File: src/rtl/pmem_arbiter.sv
// pmem_arbiter: round-robin share of one registered memory port between instruction fetch and data access
module pmem_arbiter #(
    parameter int ADDR_WIDTH     = 32,
    parameter int DATA_WIDTH     = 32,
    parameter int TIMEOUT_CYCLES = 1024
) (
    input  logic                    clk,
    input  logic                    rst,
    input  logic                    i_read,
    input  logic [ADDR_WIDTH-1:0]   i_addr,
    output logic [DATA_WIDTH-1:0]   i_rdata,
    output logic                    i_resp,
    input  logic                    d_read,
    input  logic                    d_write,
    input  logic [ADDR_WIDTH-1:0]   d_addr,
    input  logic [DATA_WIDTH-1:0]   d_wdata,
    input  logic [DATA_WIDTH/8-1:0] d_byte_enable,
    output logic [DATA_WIDTH-1:0]   d_rdata,
    output logic                    d_resp,
    output logic                    mem_read,
    output logic                    mem_write,
    output logic [ADDR_WIDTH-1:0]   mem_addr,
    output logic [DATA_WIDTH-1:0]   mem_wdata,
    output logic [DATA_WIDTH/8-1:0] mem_byte_enable,
    input  logic [DATA_WIDTH-1:0]   mem_rdata,
    input  logic                    mem_resp,
    output logic                    mem_timeout
);
    localparam int CW = $clog2(TIMEOUT_CYCLES + 1);
    typedef enum logic [1:0] {IDLE, BUSY_I, BUSY_D} state_t;
    state_t state, state_n;
    logic last_d, d_req, grant_i, grant_d;
    logic [CW-1:0] count;
    always_comb begin
        d_req   = d_read | d_write;
        // on a tie the port that did not win last time goes first
        grant_i = (state == IDLE) && i_read && (!d_req || last_d);
        grant_d = (state == IDLE) && d_req && !grant_i;
        state_n = grant_i ? BUSY_I :
                  grant_d ? BUSY_D :
                  (state != IDLE && mem_resp) ? IDLE : state;
    end
    always_ff @(posedge clk) begin
        if (rst) begin
            state           <= IDLE;
            last_d          <= 1'b1;
            count           <= '0;
            mem_read        <= 1'b0;
            mem_write       <= 1'b0;
            mem_addr        <= '0;
            mem_wdata       <= '0;
            mem_byte_enable <= '0;
            mem_timeout     <= 1'b0;
        end else begin
            state <= state_n;
            if (grant_i) begin
                last_d          <= 1'b0;
                count           <= '0;
                mem_read        <= 1'b1;
                mem_write       <= 1'b0;
                mem_addr        <= i_addr;
                mem_byte_enable <= '1;
            end else if (grant_d) begin
                last_d          <= 1'b1;
                count           <= '0;
                mem_read        <= !d_write;
                mem_write       <= d_write;
                mem_addr        <= d_addr;
                mem_wdata       <= d_wdata;
                mem_byte_enable <= d_write ? d_byte_enable : '1;
            end else if (state != IDLE) begin
                if (mem_resp) begin
                    mem_read  <= 1'b0;
                    mem_write <= 1'b0;
                end else if (count != CW'(TIMEOUT_CYCLES)) begin
                    count <= count + CW'(1);
                    if (count == CW'(TIMEOUT_CYCLES - 1)) mem_timeout <= 1'b1;
                end
            end
        end
    end
    assign i_resp  = (state == BUSY_I) && mem_resp;
    assign d_resp  = (state == BUSY_D) && mem_resp;
    assign i_rdata = mem_rdata;
    assign d_rdata = mem_rdata;
endmodule

File: config.mk
export PLATFORM = sky130hd
export DESIGN_NAME = pmem_arbiter
export DESIGN_NICKNAME = d
export VERILOG_FILES = /design/src/rtl/pmem_arbiter.sv
export SDC_FILE = /design/constraint.sdc
export NUM_CORES = 1
export LEC_CHECK = 0
export ABC_AREA = 1
export ABC_CLOCK_PERIOD_IN_PS = 3750
export CAP_MARGIN = 25
export CORE_MARGIN = 10
export CORE_UTILIZATION = 25
export CTS_BUF_LIST = sky130_fd_sc_hd__clkbuf_2 sky130_fd_sc_hd__clkbuf_4 sky130_fd_sc_hd__clkbuf_8
export CTS_CLUSTER_SIZE = 30
export DETAILED_ROUTE_END_ITERATION = 7
export SLEW_MARGIN = 20
export SYNTH_ARGS = -nofsm -noshare
export SYNTH_HDL_FRONTEND = slang
export SYNTH_SLANG_ARGS = --single-unit
File: constraint.sdc
create_clock -name clk -period 3.75 [get_ports clk]
set_input_delay 0.5625 -clock clk [delete_from_list [all_inputs] [get_ports clk]]
set_output_delay 0.5625 -clock clk [all_outputs]
set_load 0.05 [all_outputs]
After elaboration in Yosys (flattened, before gate mapping)
Index checks and enable logic that the tools add are counted.
- register bits after elaboration: 85
- bits of input ports: 138
- output and inout bits: 137
- add/sub/neg operators: 1
- equal/unequal tests: 4
- multiplexer cells: 15
- bitwise operators: 4
- reductions and logical operators: 27
- operators with widths (kind ; count):
    two-way mux 32 bit ; 2
    two-way mux 4 bit ; 3
    adder 11 x 1 -> 11 bit (second input constant) ; 1
    equality test 11 x 10 -> 1 bit (second input constant) ; 1
    inequality test 11 bit (second input constant) ; 1
    nonzero test 2 bit ; 5
    nonzero test 3 bit ; 3
    two-way mux 1 bit ; 8
    logical AND 1 bit ; 7
    AND reduction 2 bit ; 3
    AND reduction 6 bit ; 1
    two-way mux 2 bit ; 2
    logical NOT 1 bit ; 3
    inverter 1 bit ; 3
    AND reduction 3 bit ; 1
    OR reduction 3 bit ; 1
    equality test 2 x 1 -> 1 bit (second input constant) ; 1
    equality test 2 bit (second input constant) ; 1
    logical NOT 2 bit ; 1
    OR reduction 2 bit ; 1
    logical OR 1 bit ; 1
    bitwise OR 1 bit ; 1

Logic depth before layout (Yosys ltp)
Gate-level depths: netlist of the first run.
- depth in word-level cells: 8
- gate-level depth with buffers: 9
- gate-level depth less buffers: 9

Worst setup path before layout of the first run
OpenSTA, ideal clock, no wires.
- path type: input port to output port
- from: in mem_resp
- to: out d_resp
- data arrival time: 1660 ps
- data required time: 3188 ps
- slack: 1528 ps
- stages: 2
- path buffers: 0
- path through: inv_1 > nor3_1
- longest elaborated chain between the ends: 1
- ends and longest elaborated chain (item ; line ; RTL):
    start, declared ; 26 ; input logic mem_resp,
    logical AND 1 bit ; 83 ; assign d_resp = (state == BUSY_D) && mem_resp;
    end, declared ; 19 ; output logic d_resp,
Every way passes these cells.

Final worst setup path of the first run
- from: in mem_resp
- to: out i_resp
- longest elaborated chain between the ends: 1
- ends and longest elaborated chain (item ; line ; RTL):
    logical AND 1 bit ; 82 ; assign i_resp = (state == BUSY_I) && mem_resp;
    end, declared ; 12 ; output logic i_resp,
Every way passes these cells.

==> flow_summary.json, run 1 <==
{
  "routed_wl_um": 14400,
  "dieArea_mm2": 0.0225,
  "synth_area_leaders": "dfxtp_1, buf_4, nand3_1, nand2_1, a31oi_1",
  "yosys_warnings": 0,
  "syn_inst": 558,
  "path_delay_family": "buffers and inverters",
  "grt_pass1_wl_um": 22200,
  "core_area_mm2": 0.0166,
  "first_global_vias": 4016,
  "final_layout_size_suffix_gt1_share_pct": 6.72,
  "placed_cells": 859,
  "setup_ws_ns": 1.08,
  "synth_top_family_by_area": "simple AND/OR/NAND/NOR gates",
  "die_h_um": 150,
  "io_pins": 275,
  "final.fill_count": 1786,
  "cts_buffer_depth": 2,
  "syn_avg_cell_area_um2": 7.57,
  "crit_chain": "clkdlybuf4s50_1, inv_1, nor3_1, clkdlybuf4s50_1",
  "worst_pin_slew_ns": 0.869,
  "final.setup.tns_ns": 0,
  "critPathMaxStageDelay_ns": 0.83,
  "drt_iter0_markers": 201,
  "ir_worst_vdd_mv": 0.170,
  "dp_slack_ns": 0.961,
  "numPortBuffers": 178,
  "slew_headroom_pct": 41.9,
  "leakage_nw": 2.03,
  "track_usage_pct": 12.5,
  "holdCritPathClass": "reg2reg",
  "cpMostUsedCell": "clkdlybuf4s50_1",
  "synth_seq_cells": 85,
  "numCtsBuffers": 9,
  "via_count": 3972,
  "critPathBufInv": 3,
  "clock.fmax_ghz": 0.374,
  "cp_max_fo": 4,
  "synth_xor_area_share_pct": 0.829,
  "clock-sinks": 85,
  "clk_latency_ns": 0.37,
  "fin_nets": 790,
  "grt_max_degree": 49,
  "synth_cell_types": 29,
  "ys_top_cells_by_count": "nand2_1, nand3_1, dfxtp_1, buf_4, a21oi_1",
  "required_ns": 3.19,
  "muxShareOfSynthArea_pct": 0,
  "htree_levels": 3,
  "min_period_ns": 2.67,
  "dp_hpwl_um": 10400,
  "p_per_area_mw_per_mm2": 451,
  "antenna_found_initial": 0,
  "power_mw": 2.61,
  "stdcell_count": 875,
  "drc": 0,
  "root_buffer": "clkbuf_8",
  "wl_per_cell_um": 16.5,
  "synthSimpleGateAreaFrac_pct": 27.1,
  "crit_slowest_cell": "clkdlybuf4s50_1",
  "rsz0062_at_grt": "no",
  "period_share_pct": 71.2,
  "status": "complete, no violations",
  "slew_viol_final": 0,
  "synth_top_area_share_pct": 40.3,
  "synth_compound_area_share_pct": 12.6,
  "synth-edff-count": 0,
  "rows": 47,
  "cts_setup_buffers": 0,
  "post-synth-top-area-cell": "dfxtp_1",
  "die_w_um": 150,
  "place.gp.congestion": 0.836,
  "grt.overflow.total": 0,
  "cts_resized": 0,
  "maxCapViolations": 0,
  "critPathKind": "in2out",
  "cts_tree": "built",
  "syn_nets": 698,
  "synthToLayoutAreaGrowth_pct": 37.1,
  "netlist_area_mm2": 0.00423,
  "setup_viol": 0,
  "skew_ns": 0.0106,
  "yosys.area_share.adder_pct": 0.592,
  "synth_ff_type": "dfxtp_1",
  "path_clk_slew_ns": 0.10,
  "n_antenna_cell": 0,
  "hold_ws_ns": 0.465,
  "hold_buffers": 0,
  "initial_utilization_pct": 25.5,
  "final_antenna_net_count": 0,
  "start_kind": "primary input",
  "finalHoldViolCount": 0,
  "cp-end-kind": "output pin",
  "yosysSeqAreaShare_pct": 40.3,
  "dr.pass1.iters": 4,
  "cp.arrival_ns": 2.11,
  "async_flop_share_pct": 0,
  "viasPerCell": 4.54,
  "synth_most_common_cell": "nand2_1"
}
[cell usage in the layout, fill, tap and decap left out, drive strengths merged]
master         Yosys  final
a21oi             46     46
a31oi             31     31
o21bai             2      2
clkinvlp           0      1
o211ai             1      1
dfxtp             85     85
inv               20     22
nand3            100    100
nand4              4      4
clkdlybuf4s50      0    177
clkbuf             4     11
o21ai              7      7
clkinv             0      2
a211oi             1      1
ha                 2      2
nand3b             1      1
nor3               6      6
buf               97      5
nor2              26     26
xor2               4      4
nand2            121    121
[kinds of logic (layout without fill, tap and decap cells)]
family	Yosys count	after routing
simple gates	258	258
buf+inv	121	218
xor+xnor	4	4
flops	85	85
fa+ha+maj	2	2
compound gates	88	88
[worst reg2reg max path, delay by kind of cell (launching register included)]
| family | cells | cell delay (ns) |
|---|---|---|
| AO/OA/AOI/OAI | 1 | 0.05 |
| AND/OR/NAND/NOR | 4 | 0.86 |
| flip-flops | 1 | 0.38 |
| buffers and inverters | 3 | 0.68 |
[flip-flops by register name (all words and copies together), names as in the netlist]
name and flops:
mem_timeout 1, mem_addr 32, state 2, last_d 1, count 11, mem_write 1
mem_read 1, mem_byte_enable 4, mem_wdata 32
[report_power, final]
part	total, mW	internal (mW)	switching [mW]
Clock	0.653	0.284	0.369
Sequential	1.04	0.988	0.0469
Combinational	0.922	0.318	0.605
[per-stage QoR]
stage	cell area [µm²]	util, %
finish	5790	34.9
global placement	5600	33.8
global route	5790	34.9
CTS	5790	34.9
detailed placement	5600	33.8
floorplan	4230	-
[metal layers]
metal | part of all wire, % | wire length [µm] | vias to the layer above | GRT usage, %
met5 | 0 | 0 | - | 0
met4 | 1.4 | 196 | 0 | 4.37
met3 | 10 | 1510 | 17 | 5.95
met2 | 44 | 6350 | 158 | 18.9
met1 | 44 | 6350 | 1803 | 15.2
li1 | - | - | 1994 | -
[final cells by class]
type | instances | area [µm²] | share of cell area (%)
clock buffer | 11 | 151 | 2.61
clock inverter | 5 | 42.5 | 0.734
timing repair buffer | 182 | 1810 | 31.2
sequential | 85 | 1700 | 29.4
multi-input combinational | 352 | 1740 | 30.0
inverter | 20 | 77.6 | 1.34
tap | 220 | 275 | 4.75
[worst paths after layout]
path	start	to	slack [ns]	cells past startpoint
max	mem_resp	i_resp	1.08	4
min	mem_wdata[19]	mem_wdata[19]	0.47	2
max reg2reg	state[0]	count[4]	1.66	8
min reg2reg	mem_wdata[19]	mem_wdata[19]	0.47	2
Power figures use the tool's default switching activity.
==> inputs of run 2 (changes only) <==
--- a/config.mk
+++ b/config.mk
@@ -6,7 +6,7 @@
 export NUM_CORES = 1
 export LEC_CHECK = 0
 export ABC_AREA = 1
-export ABC_CLOCK_PERIOD_IN_PS = 3750
+export ABC_CLOCK_PERIOD_IN_PS = 2500
 export CAP_MARGIN = 25
 export CORE_MARGIN = 10
 export CORE_UTILIZATION = 25
==> constraint.sdc (replaced) <==
create_clock -name clk -period 2.5 [get_ports clk]
set_input_delay 0.375 -clock clk [delete_from_list [all_inputs] [get_ports clk]]
set_output_delay 0.375 -clock clk [all_outputs]
set_load 0.05 [all_outputs]
==> flow_summary.json, run 2 (same netlist as run 1, synthesis figures left out) <==
{
  "critPathKind": "reg2out",
  "holdCritPathClass": "in2reg",
  "die_w_um": 150,
  "cts_tree": "built",
  "dieArea_mm2": 0.0225,
  "wl_per_cell_um": 16.3,
  "met3_length_um": 1540,
  "track_usage_pct": 12.4,
  "viasPerCell": 4.56,
  "cp-startpoint": "mem_addr[0]",
  "cp-end-kind": "output pin",
  "placed_cells": 867,
  "cp_max_fo": 2,
  "cts_setup_buffers": 0,
  "required_ns": 2.12,
  "crit_chain": "clkdlybuf4s50_1",
  "maxCapViolations": 0,
  "place.gp.congestion": 0.771,
  "worst_pin_slew_ns": 0.845,
  "layout_common_cells": "clkdlybuf4s50_1, nand2_1, nand3_1",
  "io_pins": 275,
  "crit_slowest_cell": "clkdlybuf4s50_1",
  "hold_buffers": 0,
  "clock-sinks": 85,
  "numCtsBuffers": 9,
  "slew_viol_final": 0,
  "grt.overflow.total": 0,
  "slew_headroom_pct": 43.5,
  "top_layer": "met5",
  "clk_latency_ns": 0.38,
  "critPathMaxStageDelay_ns": 0.84,
  "final_layout_size_suffix_gt1_share_pct": 7.73,
  "core_area_mm2": 0.0166,
  "die_h_um": 150,
  "via_count": 4010,
  "final_common_cell": "clkdlybuf4s50_1",
  "leakage_nw": 2.08,
  "cts_buffer_depth": 2,
  "root_buffer": "clkbuf_8",
  "routed_wl_um": 14400,
  "drc": 0,
  "clock.fmax_ghz": 0.507,
  "grt_pass1_wl_um": 21800,
  "path_delay_family": "buffers and inverters",
  "drt_iter0_markers": 243,
  "antenna_found_initial": 1,
  "final.setup.tns_ns": 0,
  "htree_levels": 3,
  "synthToLayoutAreaGrowth_pct": 39.0,
  "p_per_area_mw_per_mm2": 667,
  "rsz0062_at_grt": "no",
  "setup_viol": 0,
  "period_share_pct": 78.9,
  "dr_wl_met2_um": 6220,
  "reg.largest.list": "mem_addr (32), mem_wdata (32), count (11)",
  "rows": 47,
  "grt_max_degree": 63,
  "initial_utilization_pct": 25.5,
  "n_antenna_cell": 0,
  "finalHoldViolCount": 0,
  "final_antenna_net_count": 0,
  "min_period_ns": 1.97,
  "stdcell_count": 880,
  "wl_met1_um": 6320,
  "dr.pass1.iters": 4,
  "skew_ns": 0.00744,
  "status": "complete, no violations",
  "hold_start": "rst",
  "cts_resized": 0,
  "fin_nets": 798,
  "path_clk_slew_ns": 0.08,
  "start_kind": "flop",
  "numPortBuffers": 178,
  "dp_hpwl_um": 10500,
  "critPathBufInv": 1,
  "reg2reg_from": "count[0]",
  "ir_worst_vdd_mv": 0.300,
  "first_global_vias": 3932,
  "cp.arrival_ns": 1.60
}
run 2: per-stage QoR:
step | hold WS (ns) | util [%] | area [µm²] | power (mW) | setup WS [ns]
6_report | 0.418 | 35.4 | 5880 | 3.92 | 0.528
5_1_grt | 0.445 | 35.4 | 5880 | 4.12 | 0.473
4_1_cts | 0.401 | 35.4 | 5880 | 3.98 | 0.498
3_5_place_dp | 0.444 | 34.4 | 5700 | 3.03 | 0.348
3_3_place_gp | 0.438 | 34.4 | 5700 | 3.02 | 0.406
2_1_floorplan | 0.425 | - | 4230 | 2.75 | 0.653
run 2: layout make-up:
type / instances / area (µm²)
Fill cell: 1771 / 10700
Inverter: 20 / 77.6
Sequential cell: 85 / 1700
Multi-Input combinational cell: 352 / 1740
Clock buffer: 12 / 165
Timing Repair Buffer: 190 / 1910
Tap cell: 220 / 275
Clock inverter: 1 / 7.51
run 2: worst paths after layout:
kind / endpoint / slack, ns / cells past startpoint
worst max-delay path: mem_addr[0] / 0.53 / 1
worst min-delay path: mem_timeout / 0.42 / 2
worst max register to register: count[9] / 0.69 / 6
worst min register to register: mem_addr[28] / 0.46 / 2
run 2: report_power, final:
group	leakage, nW	internal, mW	switching (mW)
registers	0.698	1.48	0.0673
logic	1.30	0.515	0.919
clock network	0.0864	0.427	0.507
run 2: per-layer routing:
metal | track usage (%) | up-vias
met2 | 18.1 | 154
met5 | 0 | -
met1 | 15.0 | 1834
met3 | 6.13 | 19
met4 | 5.39 | 2
li1 | - | 2001
